`src/rtl/miriscv_pkg.sv`:
```
// Shared types and constants for the MIRISCV data-side bus bridge.
//   bus_state_e    : APB master phase (idle / setup / access)
//   APB_REGION_BIT : address bit that selects the APB region when set
//   slot_width()   : width of the APB slot index, never narrower than one bit
package miriscv_pkg;

    typedef enum logic [1:0] {
        BUS_IDLE   = 2'd0,
        BUS_SETUP  = 2'd1,
        BUS_ACCESS = 2'd2
    } bus_state_e;

    localparam int unsigned APB_REGION_BIT = 31;

    function automatic int unsigned slot_width(input int unsigned n_slots);
        return (n_slots > 1) ? $clog2(n_slots) : 1;
    endfunction

endpackage

```
`src/rtl/miriscv_apb_master.sv`:
```
// Two-phase APB master for one transfer at a time, with PREADY wait states
// and an ACCESS-phase timeout.
//   clk, rst_n           : clock, async active-low reset
//   start                : launch a transfer (honoured only while idle)
//   slot/we/be/addr/wdata: transfer attributes captured on start
//   idle_c               : master is idle and can accept start (combinational)
//   done_c               : transfer ends this cycle (combinational)
//   rsp_rdata_c/rsp_err_c: response for the ending transfer (combinational)
//   psel..pstrb          : registered APB request signals
//   prdata/pready/pslverr: per-slot APB responses
module miriscv_apb_master
    import miriscv_pkg::*;
#(
    parameter int unsigned XLEN    = 32,
    parameter int unsigned N_APB   = 4,
    parameter int unsigned TIMEOUT = 255,
    parameter int unsigned SLOT_W  = slot_width(N_APB)
) (
    input  logic                  clk,
    input  logic                  rst_n,
    input  logic                  start,
    input  logic [SLOT_W-1:0]     slot,
    input  logic                  we,
    input  logic [XLEN/8-1:0]     be,
    input  logic [XLEN-1:0]       addr,
    input  logic [XLEN-1:0]       wdata,
    output logic                  idle_c,
    output logic                  done_c,
    output logic [XLEN-1:0]       rsp_rdata_c,
    output logic                  rsp_err_c,
    output logic [N_APB-1:0]      psel,
    output logic                  penable,
    output logic                  pwrite,
    output logic [XLEN-1:0]       paddr,
    output logic [XLEN-1:0]       pwdata,
    output logic [XLEN/8-1:0]     pstrb,
    input  logic [N_APB*XLEN-1:0] prdata,
    input  logic [N_APB-1:0]      pready,
    input  logic [N_APB-1:0]      pslverr
);

    localparam int unsigned CNT_W = $clog2(TIMEOUT + 1);

    bus_state_e         state;
    logic [SLOT_W-1:0]  slot_q;
    logic [CNT_W-1:0]   cnt;
    logic [N_APB-1:0]   slot_onehot;
    logic               sel_ready;
    logic               sel_err;
    logic [XLEN-1:0]    sel_rdata;
    logic               expired;

    // One-hot select for the incoming slot index.
    always_comb begin
        slot_onehot = '0;
        for (int unsigned k = 0; k < N_APB; k++) begin
            if (slot == SLOT_W'(k)) begin
                slot_onehot[k] = 1'b1;
            end
        end
    end

    // Response signals of the slot owning the current transfer.
    always_comb begin
        sel_ready = 1'b0;
        sel_err   = 1'b0;
        sel_rdata = '0;
        for (int unsigned k = 0; k < N_APB; k++) begin
            if (slot_q == SLOT_W'(k)) begin
                sel_ready = pready[k];
                sel_err   = pslverr[k];
                sel_rdata = prdata[k*XLEN +: XLEN];
            end
        end
    end

    // The ACCESS cycle that would push the count to TIMEOUT is the last one.
    assign expired     = (cnt == CNT_W'(TIMEOUT - 1));
    assign idle_c      = (state == BUS_IDLE);
    assign done_c      = (state == BUS_ACCESS) && (sel_ready || expired);
    assign rsp_err_c   = sel_ready ? sel_err : 1'b1;
    assign rsp_rdata_c = (sel_ready && !pwrite) ? sel_rdata : '0;

    // Transfer sequencing; pready takes priority over an expiring timeout.
    always_ff @(posedge clk or negedge rst_n) begin
        if (!rst_n) begin
            state   <= BUS_IDLE;
            slot_q  <= '0;
            cnt     <= '0;
            psel    <= '0;
            penable <= 1'b0;
            pwrite  <= 1'b0;
            paddr   <= '0;
            pwdata  <= '0;
            pstrb   <= '0;
        end else begin
            case (state)
                BUS_IDLE: begin
                    if (start) begin
                        state  <= BUS_SETUP;
                        slot_q <= slot;
                        psel   <= slot_onehot;
                        pwrite <= we;
                        paddr  <= addr;
                        pwdata <= wdata;
                        pstrb  <= be;
                    end
                end
                BUS_SETUP: begin
                    state   <= BUS_ACCESS;
                    penable <= 1'b1;
                    cnt     <= '0;
                end
                BUS_ACCESS: begin
                    if (sel_ready || expired) begin
                        state   <= BUS_IDLE;
                        psel    <= '0;
                        penable <= 1'b0;
                    end else begin
                        cnt <= cnt + CNT_W'(1);
                    end
                end
                default: begin
                    state   <= BUS_IDLE;
                    psel    <= '0;
                    penable <= 1'b0;
                end
            endcase
        end
    end

endmodule

```
`src/rtl/miriscv_data_bus_bridge.sv`:
```
// Data-side interconnect between the core LSU and the SoC. Routes each core
// request to on-chip RAM (addr[31]=0) or to an APB slave slot (addr[31]=1),
// and returns exactly one in-order response pulse per accepted request.
//   clk_i, arstn_i      : clock, async active-low reset
//   data_*              : core LSU request/response channel
//   mem_*               : on-chip RAM port (request pass-through, 1-cycle read data)
//   psel_o..pstrb_o     : APB request signals
//   prdata_i/pready_i/pslverr_i : per-slot APB responses
module miriscv_data_bus_bridge
    import miriscv_pkg::*;
#(
    parameter int unsigned XLEN       = 32,
    parameter int unsigned N_APB      = 4,
    parameter int unsigned SLOT_SHIFT = 12,
    parameter int unsigned TIMEOUT    = 255
) (
    input  logic                  clk_i,
    input  logic                  arstn_i,
    input  logic                  data_req_i,
    input  logic                  data_we_i,
    input  logic [XLEN/8-1:0]     data_be_i,
    input  logic [XLEN-1:0]       data_addr_i,
    input  logic [XLEN-1:0]       data_wdata_i,
    output logic                  data_gnt_o,
    output logic                  data_rvalid_o,
    output logic [XLEN-1:0]       data_rdata_o,
    output logic                  data_err_o,
    output logic                  mem_req_o,
    output logic                  mem_we_o,
    output logic [XLEN/8-1:0]     mem_be_o,
    output logic [XLEN-1:0]       mem_addr_o,
    output logic [XLEN-1:0]       mem_wdata_o,
    input  logic [XLEN-1:0]       mem_rdata_i,
    output logic [N_APB-1:0]      psel_o,
    output logic                  penable_o,
    output logic                  pwrite_o,
    output logic [XLEN-1:0]       paddr_o,
    output logic [XLEN-1:0]       pwdata_o,
    output logic [XLEN/8-1:0]     pstrb_o,
    input  logic [N_APB*XLEN-1:0] prdata_i,
    input  logic [N_APB-1:0]      pready_i,
    input  logic [N_APB-1:0]      pslverr_i
);

    localparam int unsigned SLOT_W  = slot_width(N_APB);
    localparam int unsigned FIELD_W = APB_REGION_BIT - SLOT_SHIFT;

    logic               apb_idle_c;
    logic               apb_done_c;
    logic               apb_err_c;
    logic [XLEN-1:0]    apb_rdata_c;
    logic [FIELD_W-1:0] region_field;
    logic [SLOT_W-1:0]  slot_idx;
    logic               is_apb;
    logic               is_mapped;
    logic               accept;
    logic               ram_acc;
    logic               apb_start;
    logic               unmapped_acc;
    logic               ram_rsp_q;
    logic [XLEN-1:0]    rdata_q;

    // Address decode: every bit between the slot shift and the region bit
    // takes part, so addresses beyond the last slot are reported as unmapped.
    assign is_apb       = data_addr_i[APB_REGION_BIT];
    assign region_field = data_addr_i[APB_REGION_BIT-1:SLOT_SHIFT];
    assign is_mapped    = (region_field < FIELD_W'(N_APB));
    assign slot_idx     = region_field[SLOT_W-1:0];

    assign data_gnt_o   = apb_idle_c;
    assign accept       = data_req_i && apb_idle_c;
    assign ram_acc      = accept && !is_apb;
    assign apb_start    = accept && is_apb && is_mapped;
    assign unmapped_acc = accept && is_apb && !is_mapped;

    // RAM request is a straight pass-through of the core request.
    assign mem_req_o   = ram_acc;
    assign mem_we_o    = data_we_i;
    assign mem_be_o    = data_be_i;
    assign mem_addr_o  = data_addr_i;
    assign mem_wdata_o = data_wdata_i;

    miriscv_apb_master #(
        .XLEN    (XLEN),
        .N_APB   (N_APB),
        .TIMEOUT (TIMEOUT),
        .SLOT_W  (SLOT_W)
    ) u_apb_master (
        .clk         (clk_i),
        .rst_n       (arstn_i),
        .start       (apb_start),
        .slot        (slot_idx),
        .we          (data_we_i),
        .be          (data_be_i),
        .addr        (data_addr_i),
        .wdata       (data_wdata_i),
        .idle_c      (apb_idle_c),
        .done_c      (apb_done_c),
        .rsp_rdata_c (apb_rdata_c),
        .rsp_err_c   (apb_err_c),
        .psel        (psel_o),
        .penable     (penable_o),
        .pwrite      (pwrite_o),
        .paddr       (paddr_o),
        .pwdata      (pwdata_o),
        .pstrb       (pstrb_o),
        .prdata      (prdata_i),
        .pready      (pready_i),
        .pslverr     (pslverr_i)
    );

    // Response register. RAM accepts and APB completions are mutually
    // exclusive because accepts only happen while the APB master is idle.
    always_ff @(posedge clk_i or negedge arstn_i) begin
        if (!arstn_i) begin
            data_rvalid_o <= 1'b0;
            data_err_o    <= 1'b0;
            ram_rsp_q     <= 1'b0;
            rdata_q       <= '0;
        end else begin
            data_rvalid_o <= 1'b0;
            data_err_o    <= 1'b0;
            ram_rsp_q     <= 1'b0;
            if (ram_acc) begin
                data_rvalid_o <= 1'b1;
                ram_rsp_q     <= !data_we_i;
                rdata_q       <= '0;
            end else if (unmapped_acc) begin
                data_rvalid_o <= 1'b1;
                data_err_o    <= 1'b1;
                rdata_q       <= '0;
            end else if (apb_done_c) begin
                data_rvalid_o <= 1'b1;
                data_err_o    <= apb_err_c;
                rdata_q       <= apb_rdata_c;
            end
        end
    end

    // RAM read data arrives one cycle after the request, alongside rvalid.
    assign data_rdata_o = ram_rsp_q ? mem_rdata_i : rdata_q;

endmodule
```
`config.mk`:
```
export PLATFORM = sky130hd
export DESIGN_NAME = miriscv_data_bus_bridge
export DESIGN_NICKNAME = d
export VERILOG_FILES = /design/src/rtl/miriscv_pkg.sv /design/src/rtl/miriscv_apb_master.sv /design/src/rtl/miriscv_data_bus_bridge.sv
export SDC_FILE = /design/constraint.sdc
export NUM_CORES = 1
export LEC_CHECK = 0
export CAP_MARGIN = 20
export CORE_AREA = 2 2 163 165
export CTS_BUF_LIST = sky130_fd_sc_hd__clkbuf_4 sky130_fd_sc_hd__clkbuf_8
export CTS_CLUSTER_SIZE = 30
export DETAILED_ROUTE_END_ITERATION = 6
export DIE_AREA = 0 0 165 167
export GPL_TIMING_DRIVEN = 1
export PLACE_DENSITY = 0.72
export SLEW_MARGIN = 0
export SYNTH_ARGS = -nofsm -noshare
export SYNTH_HDL_FRONTEND = slang
export SYNTH_HIERARCHICAL = 1
export SYNTH_SLANG_ARGS = --single-unit
```
`constraint.sdc`:
```
create_clock -name clk_i -period 6.2 [get_ports clk_i]
set_clock_uncertainty 0.1 [all_clocks]
set_input_delay 1.24 -clock clk_i [delete_from_list [all_inputs] [get_ports clk_i]]
set_output_delay 1.24 -clock clk_i [all_outputs]
set_load 0.01 [all_outputs]
```
# Word level (Yosys, flattened, before mapping)
# Index checks and enable logic that the tools add are counted.
# W data, S select, Z words.
# word_totals
reg_bits	121
latchBits	0
ramBits	0
mem_bits_ro	0
input_bits	240
out_inout_bits	179
elab_cells	90
memories	0
# classes
add_sub_neg	1
mul	0
n_div	0
magnitude_cmp	1
eq_ne	12
shifts	0
n_mux	39
bitwise	2
n_reduce_logical	22
# op_table
cell	n
$mux W32	9
$mux W1	21
$lt A19 B3 Y1 const B	1
$pmux W8 S2	1
$pmux W4 S3	1
$eq A2 B2 Y1 const B	5
$add A8 B1 Y8 const B	1
$eq A8 B8 Y1 const B	1
$mux W4	2
$mux W8	1
$reduce_and A2 Y1	4
$logic_and A1 B1 Y1	7
$eq A2 B1 Y1 const B	3
$logic_not A2 Y1	3
$pmux W2 S3	1
$logic_not A1 Y1	4
$mux W2	2
$ne A2 B2 Y1 const B	2
$pmux W1 S3	1
$reduce_and A3 Y1	1
$reduce_bool A3 Y1	1
$ne A2 B1 Y1 const B	1
$not A1 Y1	2
$reduce_bool A2 Y1	1
$logic_or A1 B1 Y1	1

# Depth between registers and ports, before layout
# depth
depth_word	10
ltp_mapped	10
depth_no_buf	8

# By module
# The synthesis kept the hierarchy.
# by_module_without_submodules
module	n_inst	cells_per_inst	area_per_inst_um2	seq_area_each_um2
miriscv_apb_master	1	300	4394.2	2152.1
miriscv_data_bus_bridge	1	308	2869.0	875.8

# Worst setup path after synthesis
# OpenSTA, ideal clock, no wires.
# synth_path
kind	input to register
from	in data_addr_i[29]
to	reg u_apb_master.paddr[16]
setup_time_ns	0.125
t_arrival_ns	3.253
required_ns	5.975
slack_ns	2.722
path_stages	9
path_buffers	4
path_cell_list	nor4_4 -> buf_4 -> nand4_1 -> nor3_2 -> and2_1 -> clkbuf_1 -> clkbuf_1 -> buf_2 -> mux2_2
# synth_via
elab_chain_cells	3
# synth_rtl
item	line_no	text
start: declaration	miriscv_data_bus_bridge.sv:22	input logic [XLEN-1:0] data_addr_i,
$lt A19 B3 Y1	miriscv_data_bus_bridge.sv:67	assign is_mapped = (region_field < FIELD_W'(N_APB));
$logic_and A1 B1 Y1	miriscv_data_bus_bridge.sv:73	assign apb_start = accept && is_apb && is_mapped;
named net apb_start	miriscv_data_bus_bridge.sv:58	logic apb_start;
$reduce_and A2 Y1 (no line)	--	
end signal: assignment	miriscv_apb_master.sv:104	paddr <= addr;
end: declaration	miriscv_apb_master.sv:34	output logic [XLEN-1:0] paddr,
# The timed path passes the listed nets, and every way through them passes these cells.
# A chain may end at the register's enable or synchronous reset.

# Worst setup path in the final report
# layout_path
from	in data_req_i
to	out mem_req_o
# layout_via
elab_chain_cells	2
# layout_rtl
item	line_no	text
start: declaration	miriscv_data_bus_bridge.sv:19	input logic data_req_i,
$logic_and A1 B1 Y1	miriscv_data_bus_bridge.sv:71	assign accept = data_req_i && apb_idle_c;
$logic_and A1 B1 Y1	miriscv_data_bus_bridge.sv:72	assign ram_acc = accept && !is_apb;
end: declaration	miriscv_data_bus_bridge.sv:28	output logic mem_req_o,
# Every way passes these cells.

==> impl_metrics.json <==
{
  "register_area_sq_mm": 0.00303,
  "grt_max_degree": 77,
  "final_common_cell": "clkdlybuf4s50_1",
  "synthCells": 608,
  "numPortBuffers": 418,
  "design.die.area_sq_mm": 0.0276,
  "n_fill_cell": 2397,
  "globalplace.congestion": 0.769,
  "io_pins": 419,
  "reg2reg_slack_ps": 3010,
  "tightest_slew_ps": 1030,
  "slew_headroom": 0.315,
  "grt_use_total": 0.172,
  "core_sq_mm": 0.0258,
  "synth.top_cells.by_area": "dfrtp_1 42%, mux2_2 20%, mux4_2 9.9%",
  "cts.sinks": 121,
  "drv_slew": 0,
  "r2r_end": "u_apb_master/pwdata[9]$_DFFE_PN0P_",
  "cp_cell_sequence": "clkdlybuf4s50_1 -> nand2_2 -> nor2_1 -> clkdlybuf4s50_1",
  "path_class": "in -> out",
  "drc": 0,
  "cts_buffers": 17,
  "worstPathRequired_ps": 4860,
  "p_leak_uw": 0.00479,
  "post_synth_num_cell_types": 44,
  "slowest_delay_ps": 580,
  "grt_setup_unrepaired": "no",
  "drt_iter0_markers": 209,
  "worstSkewPairLatency_ps": 430,
  "period_minus_slack_ps": 4340,
  "synth-edff-count": 0,
  "final_layout_size_suffix_gt1_frac": 0.227,
  "grt_pass1_vias": 6417,
  "whs_path_depth": 1,
  "post-cts-setup-buffer-count": 0,
  "crit_path_start_kind": "primary input",
  "crit_path_max_fanout": 37,
  "worstHoldStart": "u_apb_master/penable$_DFFE_PN0P_",
  "cts_max_level": 4,
  "hp-class": "reg -> reg",
  "cp_num_buf_inv": 2,
  "fmax_mhz": 230,
  "dp_hpwl_mm": 18.6,
  "die_y_um": 167,
  "status": "finished clean",
  "r2r_cells": 5,
  "synth_seq_area_share": 0.417,
  "area_growth_pct": 59.1,
  "hold_viol_final": 0,
  "crit_family": "buffers and inverters",
  "cts_resized": 0,
  "synth_area_sq_mm": 0.00726,
  "grt.overflow.total": 0,
  "die_w_um": 165,
  "start_util": 0.282,
  "synth_area_per_cell_sq_um": 11.9,
  "drt_wl_total_mm": 24.3,
  "cts_tree": "yes",
  "multi_input_area_sq_mm": 0.00349,
  "drv_cap": 0,
  "synth_top_area_frac": 0.417,
  "setup_tns_ps": 0,
  "crit_path_frequent_cell": "clkdlybuf4s50_1",
  "diodes": 0,
  "antenna_found_initial": 0,
  "synth.yosys.warnings": 6,
  "final_core_util": 0.448,
  "endpoint_kind": "output pin",
  "cts.clk_slew.worst_paths_ps": 80,
  "cts_root_buf": "clkbuf_8",
  "wl_per_cell_um": 18.9,
  "grt_pass1_wl_mm": 36.3,
  "via_count": 6010,
  "hold_end": "u_apb_master/penable$_DFFE_PN0P_",
  "most-common-layout-cells": "416 x clkdlybuf4s50_1, 131 x mux2_2, 118 x dfrtp_1, 42 x nand2_1, 36 x nand4_1",
  "cpMaxStageDelayCell": "clkdlybuf4s50_1",
  "dr.pass1.iters": 4,
  "cp.arrival_ps": 3000,
  "via_per_inst": 4.68,
  "fin_crit_sh": 0.700,
  "cts_hold_buffers": 0,
  "yosysTopAreaCell": "dfrtp_1",
  "rows": 59,
  "irDropWorstVdd_mv": 0.135,
  "fin_nets": 1179,
  "syn-num-nets": 850,
  "synthFlopType": "dfrtp_1",
  "async_reset_ff_frac": 1.00,
  "power.density_mw_per_mm2": 156,
  "r2r_start": "u_apb_master/state[0]$_DFFE_PN0P_",
  "clockBufferDepth": 2,
  "setup_viol": 0,
  "drtAntennaViolNets": 0,
  "ys_seq_elements": 121
}
cells by family after synthesis:
group	synth area share
AO/OA/AOI/OAI	0.0460
XOR/XNOR	0.00241
adder cells (fa/ha/maj)	0.00344
buffers and inverters	0.105
flip-flops	0.417
multiplexers	0.317
AND/OR/NAND/NOR	0.110
routing by layer:
| metal | global-route usage | wire (um) | part of all wire | up-vias |
|---|---|---|---|---|
| li1 | - | - | - | 2812 |
| met1 | 0.191 | 9140 | 0.38 | 2890 |
| met4 | 0.0495 | 473 | 0.020 | 0 |
| met2 | 0.316 | 12500 | 0.52 | 286 |
| met5 | 0 | 0 | 0 | - |
| met3 | 0.0491 | 2140 | 0.088 | 22 |
through the flow:
step | instances | worst slack (ps) | total power (uW) | area [sq um] | hold slack (ps)
after floorplan | 608 | 2720 | 928 | 7260 | 358
after global placement | 1253 | 1840 | 1150 | 11200 | 370
after detailed placement | 1253 | 1820 | 1150 | 11200 | 373
after CTS | 1285 | 1830 | 1840 | 11600 | 399
after global routing | 1285 | 1750 | 1900 | 11600 | 422
final | 1285 | 1860 | 1800 | 11600 | 393
power breakdown:
part,internal (uW),switching (uW),total (uW)
Clock,298,370,668
Sequential,794,9.24,803
Combinational,219,114,333
Total,1310,494,1800
synthesized netlist by cell type (all sizes together) (2+ instances only):
library cell and count:
nor2b 34, a21o 2, nand3 7, buf 96, inv 5, nor3 4, a21oi 2, clkbuf 18
mux2i 3, nand4 36, ha 2, nand2b 4, nor2 4, nor4 3, mux2 133, nand2 43
dfrtp 121, o2bb2ai 2, o21ai 39, mux4 34
state kept, by name, indices dropped and copies added (netlist names):
signal and count:
u_apb_master/penable 1, u_apb_master/state 2, rdata_q 32, ram_rsp_q 1
u_apb_master/cnt 8, data_err_o 1, u_apb_master/paddr 32, u_apb_master/psel 4
data_rvalid_o 1, u_apb_master/slot_q 2, u_apb_master/pstrb 4, u_apb_master/pwrite 1
u_apb_master/pwdata 32
how the worst max path moves through the flow:
stage / startpoint / end / slack, ps / depth (start not counted)
finish: data_req_i / mem_req_o / 1860 / 4
global route: data_req_i / mem_req_o / 1750 / 4
CTS: data_req_i / mem_req_o / 1830 / 4
detailed placement: data_addr_i[29] / u_apb_master/pwdata[13]$_DFFE_PN0P_ / 1820 / 7
global placement: data_req_i / mem_req_o / 1840 / 4
floorplan: data_addr_i[29] / u_apb_master/paddr[16]$_DFFE_PN0P_ / 2720 / 9
final cells by class:
class | instances | share of cell area
Sequential cell | 121 | 0.262
Clock inverter | 14 | 0.0112
Inverter | 5 | 0.00162
Timing Repair Buffer | 424 | 0.366
Clock buffer | 18 | 0.0209
Multi-Input combinational cell | 368 | 0.302
Tap cell | 335 | 0.0363
No activity file was read; power rests on OpenSTA's default activity.
